**src/rtl/lsu_load_align.sv**
```systemverilog
// ----------------------------------------------------------------------------
// lsu_load_align
//   MA-stage load-result unit. Follows each LSU data-phase transfer on the AHB
//   bus, captures the read word when hready completes the phase, optionally
//   spends one CHECK cycle consuming the LSU EDAC verdict (substituting the
//   corrected word on a correctable error), then aligns and sign/zero-extends
//   the loaded value for write-back. Bus errors and a data-phase watchdog
//   timeout are reported as single-cycle pulses.
//
// Parameters
//   EDAC     1: CHECK cycle present, einfo honoured; 0: result straight after capture
//   TMO_W    width of the wait-state counter
//   TMO_CYC  hready-low cycles within one data phase that raise a timeout
//
// Ports
//   s_clk_i, s_resetn_i            clock, async active-low reset
//   s_flush_i                      cancel any pending result
//   s_dp_valid_i                   first cycle of a data phase
//   s_dp_funct_i[3:0]              [3]=write [2]=unsigned [1:0]=size (B/H/W)
//   s_dp_addr_i[1:0]               byte offset of the request
//   s_hready_i, s_hresp_i          AHB completion / error response
//   s_hrdata_i[31:0]               AHB read word
//   s_fixed_data_i, s_einfo_i      EDAC corrected word and {uce,ce,error}
//   s_stall_o                      hold the MA stage
//   s_result_valid_o, s_result_o   aligned load result, one-cycle pulse
//   s_ce_o, s_uce_o                EDAC status alongside the result
//   s_berr_o, s_timeout_o          bus error / watchdog pulses
// ----------------------------------------------------------------------------
module lsu_load_align #(
    parameter int EDAC    = 1,
    parameter int TMO_W   = 8,
    parameter int TMO_CYC = 255
) (
    input  logic        s_clk_i,
    input  logic        s_resetn_i,
    input  logic        s_flush_i,
    input  logic        s_dp_valid_i,
    input  logic [3:0]  s_dp_funct_i,
    input  logic [1:0]  s_dp_addr_i,
    input  logic        s_hready_i,
    input  logic        s_hresp_i,
    input  logic [31:0] s_hrdata_i,
    input  logic [31:0] s_fixed_data_i,
    input  logic [2:0]  s_einfo_i,
    output logic        s_stall_o,
    output logic        s_result_valid_o,
    output logic [31:0] s_result_o,
    output logic        s_ce_o,
    output logic        s_uce_o,
    output logic        s_berr_o,
    output logic        s_timeout_o
);

    typedef enum logic [1:0] {IDLE, WAIT, CHECK, DONE} state_t;

    localparam logic [TMO_W-1:0] TMO_LIM = TMO_W'(TMO_CYC);

    state_t            state_q;
    logic [TMO_W-1:0]  cnt_q;
    logic [TMO_W-1:0]  cnt_inc;
    logic [31:0]       word_q;
    logic [3:0]        funct_q;
    logic [1:0]        addr_q;
    logic              drop_q;
    logic              rv_q;
    logic [31:0]       res_q;
    logic              ce_q;
    logic              uce_q;
    logic              berr_q;
    logic              tmo_q;

    // Byte/half extraction plus extension. size=11 falls through to word.
    function automatic logic [31:0] align_word(input logic [31:0] w,
                                               input logic [3:0]  f,
                                               input logic [1:0]  a);
        logic [7:0]  b;
        logic [15:0] h;
        case (a)
            2'd0:    b = w[7:0];
            2'd1:    b = w[15:8];
            2'd2:    b = w[23:16];
            default: b = w[31:24];
        endcase
        h = a[1] ? w[31:16] : w[15:0];
        case (f[1:0])
            2'b00:   align_word = f[2] ? {24'd0, b} : {{24{b[7]}}, b};
            2'b01:   align_word = f[2] ? {16'd0, h} : {{16{h[15]}}, h};
            default: align_word = w;
        endcase
    endfunction

    // Saturating increment so a huge TMO_CYC can never wrap the counter.
    assign cnt_inc = (cnt_q == {TMO_W{1'b1}}) ? cnt_q : cnt_q + TMO_W'(1);

    always_ff @(posedge s_clk_i or negedge s_resetn_i) begin
        if (!s_resetn_i) begin
            state_q <= IDLE;
            cnt_q   <= '0;
            word_q  <= '0;
            funct_q <= '0;
            addr_q  <= '0;
            drop_q  <= 1'b0;
            rv_q    <= 1'b0;
            res_q   <= '0;
            ce_q    <= 1'b0;
            uce_q   <= 1'b0;
            berr_q  <= 1'b0;
            tmo_q   <= 1'b0;
        end else begin
            // All status outputs are single-cycle pulses.
            rv_q   <= 1'b0;
            ce_q   <= 1'b0;
            uce_q  <= 1'b0;
            berr_q <= 1'b0;
            tmo_q  <= 1'b0;
            case (state_q)
                IDLE, DONE: begin
                    // Flush wins over a new transfer presented the same cycle.
                    if (s_flush_i) begin
                        state_q <= IDLE;
                    end else if (s_dp_valid_i) begin
                        funct_q <= s_dp_funct_i;
                        addr_q  <= s_dp_addr_i;
                        if (s_hready_i) begin
                            word_q <= s_hrdata_i;
                            if (s_dp_funct_i[3]) begin
                                state_q <= IDLE;
                            end else if (EDAC != 0) begin
                                state_q <= CHECK;
                            end else begin
                                state_q <= DONE;
                                rv_q    <= 1'b1;
                                res_q   <= align_word(s_hrdata_i, s_dp_funct_i, s_dp_addr_i);
                            end
                        end else begin
                            state_q <= WAIT;
                            cnt_q   <= TMO_W'(1);
                        end
                    end else begin
                        state_q <= IDLE;
                    end
                end

                WAIT: begin
                    // hready=1 with hresp=1 is the second cycle of an AHB
                    // error, so completion is checked first.
                    if (s_hready_i) begin
                        word_q <= s_hrdata_i;
                        cnt_q  <= '0;
                        drop_q <= 1'b0;
                        if (funct_q[3] || drop_q || s_flush_i) begin
                            state_q <= IDLE;
                        end else if (EDAC != 0) begin
                            state_q <= CHECK;
                        end else begin
                            state_q <= DONE;
                            rv_q    <= 1'b1;
                            res_q   <= align_word(s_hrdata_i, funct_q, addr_q);
                        end
                    end else if (s_hresp_i) begin
                        berr_q  <= 1'b1;
                        state_q <= IDLE;
                        cnt_q   <= '0;
                        drop_q  <= 1'b0;
                    end else if (cnt_inc >= TMO_LIM) begin
                        tmo_q   <= 1'b1;
                        state_q <= IDLE;
                        cnt_q   <= '0;
                        drop_q  <= 1'b0;
                    end else begin
                        // A flush here only marks the result for discard;
                        // the bus phase itself must still be seen through.
                        cnt_q <= cnt_inc;
                        if (s_flush_i) drop_q <= 1'b1;
                    end
                end

                CHECK: begin
                    if (s_flush_i) begin
                        state_q <= IDLE;
                    end else begin
                        state_q <= DONE;
                        rv_q    <= 1'b1;
                        // Uncorrectable outranks correctable: a word flagged
                        // both ways cannot be trusted as "fixed".
                        if (s_einfo_i[0] && s_einfo_i[2]) begin
                            res_q <= align_word(word_q, funct_q, addr_q);
                            uce_q <= 1'b1;
                        end else if (s_einfo_i[0] && s_einfo_i[1]) begin
                            res_q <= align_word(s_fixed_data_i, funct_q, addr_q);
                            ce_q  <= 1'b1;
                        end else begin
                            res_q <= align_word(word_q, funct_q, addr_q);
                        end
                    end
                end

                default: state_q <= IDLE;
            endcase
        end
    end

    // A flush landing on the DONE cycle kills the already-registered pulse.
    assign s_result_valid_o = rv_q  & ~s_flush_i;
    assign s_ce_o           = ce_q  & ~s_flush_i;
    assign s_uce_o          = uce_q & ~s_flush_i;
    assign s_result_o       = res_q;
    assign s_berr_o         = berr_q;
    assign s_timeout_o      = tmo_q;

    assign s_stall_o = (state_q == WAIT) || (state_q == CHECK) ||
                       (((state_q == IDLE) || (state_q == DONE)) &&
                        s_dp_valid_i && !s_hready_i);

endmodule

```
**config.mk**
```make
export PLATFORM = sky130hd
export DESIGN_NAME = lsu_load_align
export DESIGN_NICKNAME = d
export VERILOG_FILES = /design/src/rtl/lsu_load_align.sv
export SDC_FILE = /design/constraint.sdc
export NUM_CORES = 1
export LEC_CHECK = 0
export BUFFER_PORTS_ARGS = -buffer_cell sky130_fd_sc_hd__buf_2
export CELL_PAD_IN_SITES_DETAIL_PLACEMENT = 0
export CELL_PAD_IN_SITES_GLOBAL_PLACEMENT = 1
export CORE_ASPECT_RATIO = 2
export CORE_MARGIN = 1.5
export CORE_UTILIZATION = 45
export CTS_CLUSTER_SIZE = 25
export DETAILED_ROUTE_END_ITERATION = 8
export GPL_ROUTABILITY_DRIVEN = 0
export MAX_ROUTING_LAYER = met4
export PLACE_DENSITY = 0.95
export SETUP_SLACK_MARGIN = 0.3
export SLEW_MARGIN = 20
export SYNTH_ARGS = -nofsm -noshare
export SYNTH_HDL_FRONTEND = slang
export SYNTH_SLANG_ARGS = --single-unit
```
**constraint.sdc**
```tcl
create_clock -name s_clk_i -period 5.09 [get_ports s_clk_i]
set_clock_uncertainty 0.05 [all_clocks]
set_input_delay 0.7635 -clock s_clk_i [delete_from_list [all_inputs] [get_ports s_clk_i]]
set_output_delay 0.7635 -clock s_clk_i [all_outputs]
set_load 0.02 [all_outputs]
```
==> results.py <==
metrics = {
    "global_routing": {
        "first_global_vias": 4162,
        "overflow": 0,
        "grt.total_usage_pct": 27.3,
        "antenna_found_initial": 0,
        "grt_max_degree": 63,
        "grt_pass1_wl_um": 22000,
    },
    "die": {
        "die-width_um": 75.4,
        "row_count": 52,
        "ioPinCount": 117,
        "chipHeight_um": 148,
        "coreArea_sq_um": 10100,
        "dieArea_sq_um": 11200,
        "start_util_pct": 46.5,
    },
    "logic_synthesis": {
        "syn_area_sq_um": 4720,
        "yosys.area_share.simple_pct": 10.3,
        "seq_area_frac_synth_pct": 45.6,
        "synth_xor_area_share_pct": 0,
        "async_flop_share_pct": 100,
        "synth_warnings": 0,
        "synth-edff-count": 0,
        "synth_compound_area_share_pct": 21.7,
        "yosys.area_share.adder_pct": 1.06,
        "syn_inst": 425,
        "ys.flop_type": "dfrtp_1",
        "ys_ff_latch": 86,
        "synth_mux_area_share_pct": 17.0,
        "yosys.cell_types.count": 51,
        "syn_area_per_cell_sq_um": 11.1,
        "synth.net_count": 508,
        "synth_top_family_by_area": "compound AO/OA/AOI/OAI gates",
    },
    "placement": {
        "place_area_sq_um": 5340,
        "portBuffers": 116,
        "hpwl_um": 10400,
    },
    "layout": {
        "layout-drive-gt1-share_pct": 36.3,
        "area_delta_synth_final_pct": 19.7,
        "nNetsFinal": 607,
        "diodes": 0,
        "num-fill-cells": 898,
        "final_area_sq_um": 5650,
        "utilization_pct": 55.7,
    },
    "setup_path": {
        "timing.critical_path.buf_inv": 1,
        "cp.arrival_ns": 3.39,
        "required_ns": 5.28,
        "cp_slowest_cell": "and3b_1",
        "max_stage_delay_ns": 0.76,
        "cp_top_family": "compound AO/OA/AOI/OAI gates",
        "path_max_fanout": 17,
        "criticalPathCategory": "in -> reg",
        "cp-end-kind": "flip-flop",
        "setup.worst_path.start_class": "input port",
        "cp_cell_sequence": "buf_2, and3b_1, a211o_1, a31o_1, o21ai_4, a211oi_1",
        "startpoint": "s_einfo_i[2]",
        "r2r-start": "funct_q[1]",
    },
    "clocking": {
        "clk_pin_slew_ns": 0.07,
        "cts_max_level": 3,
        "cts_tree": "built",
        "holdBufCountCts": 0,
        "root_buffer": "clkbuf_16",
        "clock_latency_ns": 0.35,
        "clock_sinks": 86,
        "postCtsSetupBuffers": 0,
        "numCtsBuffers": 9,
        "cts_buffer_depth": 2,
        "post_cts_resized": 0,
    },
    "timing": {
        "maxClockFrequency_mhz": 313,
        "tightest_slew_ns": 0.967,
        "setup_viol": 0,
        "hold_viol": 0,
        "rsz0062_at_grt": "no",
        "slew_viol_final": 0,
        "setup_tns_ns": 0,
        "period_share_pct": 62.8,
        "finalCriticalPeriod_ns": 3.20,
        "slew_headroom_pct": 35.6,
    },
    "power": {
        "p_leak_nw": 2.47,
        "power.total_mw": 2.58,
        "ir_worst_vdd_uv": 223,
        "p_per_area_nw_per_um2": 456,
    },
    "route": {
        "antenna_left": 0,
        "drc": 0,
        "first_pass_iters": 5,
        "vias_per_cell": 6.33,
        "wl_per_cell_um": 21.4,
        "via_count": 4200,
        "wl_um": 14200,
        "drt_iter0_markers": 322,
    },
    "run": {
        "maxCapViolations": 0,
    },
    "worst_hold_path": {
        "hp-class": "in -> async",
    },
    "run_status": {
        "status": "finished clean",
    },
}
## final timing paths
kind                                  endpoint  slack [ns]  cells after the start
worst max-delay path            s_result_o[22]        1.89                      6
worst min-delay path               s_timeout_o        0.27                      1
worst max register to register  s_result_o[22]        2.06                      5
worst min register to register   s_result_o[7]        0.45                      2
max in group asynchronous           word_q[17]        3.59                      2
min in group s_clk_i             s_result_o[7]        0.45                      2
## flip-flops by register name, summed over array words and instances, names as in the netlist
| register | count |
|---|---|
| addr_q | 2 |
| s_result_o | 32 |
| s_berr_o | 1 |
| s_timeout_o | 1 |
| drop_q | 1 |
| cnt_q | 8 |
| ce_q | 1 |
| rv_q | 1 |
| state_q | 2 |
| word_q | 32 |
| funct_q | 4 |
| uce_q | 1 |
## power breakdown
| part | switching [mW] | internal (mW) |
|---|---|---|
| combinational | 0.440 | 0.353 |
| sequential | 0.215 | 0.881 |
| clock | 0.279 | 0.407 |
| total | 0.934 | 1.64 |
## worst register-to-register path, cell delays in order (launching register included)
cell,delay (ns)
dfrtp_1,0.74
nor3_1,0.40
a211o_1,0.41
a31o_1,0.65
o21ai_4,0.31
a211oi_1,0.36
## layout by cell type (no fill, tap or decap), drive strengths merged, types with 2 or more instances in the layout
master and n:
buf 121, dfrtp 86, mux2 38, nor3 32, o22ai 25, a211oi 18, nand2 17, mux2i 17
a221oi 17, nor2 16, a22o 16, clkbuf 11, o21ai 11, a21oi 10, nor2b 9, mux4 9
a31oi 8, a221o 8, inv 6, clkinv 6, a21o 4, nand3 4, and3 4, ha 4
nand2b 3, and2 3, o211ai 3, a21bo 2, nand4 2, and4 2, o2111ai 2, a31o 2
## cells by family (layout without fill, tap and decap cells)
logic type	after synthesis	after routing
AOI/OAI and AO/OA	134	134
adders and majority gates	4	4
buffers and inverters	41	145
DFF	86	86
muxes	64	64
and+or+nand+nor	96	96
## per-layer routing
layer,global-route usage (%),share of wire [%]
met1,30.9,36
met2,44.3,53
met3,3.41,4.8
met4,17.1,6.5
met5,-,0
## cell type report
class | instances | area (sq um) | share of cell area, %
multi-input cells | 298 | 2370 | 41.9
flip-flops and latches | 86 | 2150 | 38.1
repair buffers | 121 | 621 | 11.0
clock buffers | 11 | 253 | 4.47
well taps | 135 | 169 | 2.99
clock inverters | 5 | 57.6 | 1.02
inverters | 8 | 30.0 | 0.531
## synthesized netlist by cell type, drive strengths merged (2+ instances only)
master	count	area (sq um)
a211oi	18	135
a21bo	2	20.0
a21o	4	30.0
a21oi	10	50.1
a221o	8	80.1
a221oi	17	149
a22o	16	140
a31o	2	17.5
a31oi	8	50.1
and2	3	18.8
and3	4	25.0
and4	2	17.5
buf	19	125
clkbuf	14	52.6
clkinv	2	7.51
dfrtp	86	2150
ha	4	50.1
inv	6	22.5
mux2	38	428
mux2i	17	170
mux4	9	203
nand2	17	63.8
nand2b	3	18.8
nand3	4	20.0
nand4	2	12.5
nor2	16	60.1
nor2b	9	56.3
nor3	32	160
o2111ai	2	17.5
o211ai	3	22.5
o21ai	11	70.1
o22ai	25	156
## through the flow
stage | setup WS [ns] | cells | hold WS (ns)
detailed placement | 1.65 | 648 | 0.441
finish | 1.89 | 664 | 0.272
CTS | 1.99 | 664 | 0.278
global placement | 1.79 | 648 | 0.435
floorplan | 2.63 | 425 | 0.418
global route | 1.82 | 664 | 0.291
Note: power is estimated with default switching activity, not from simulation.
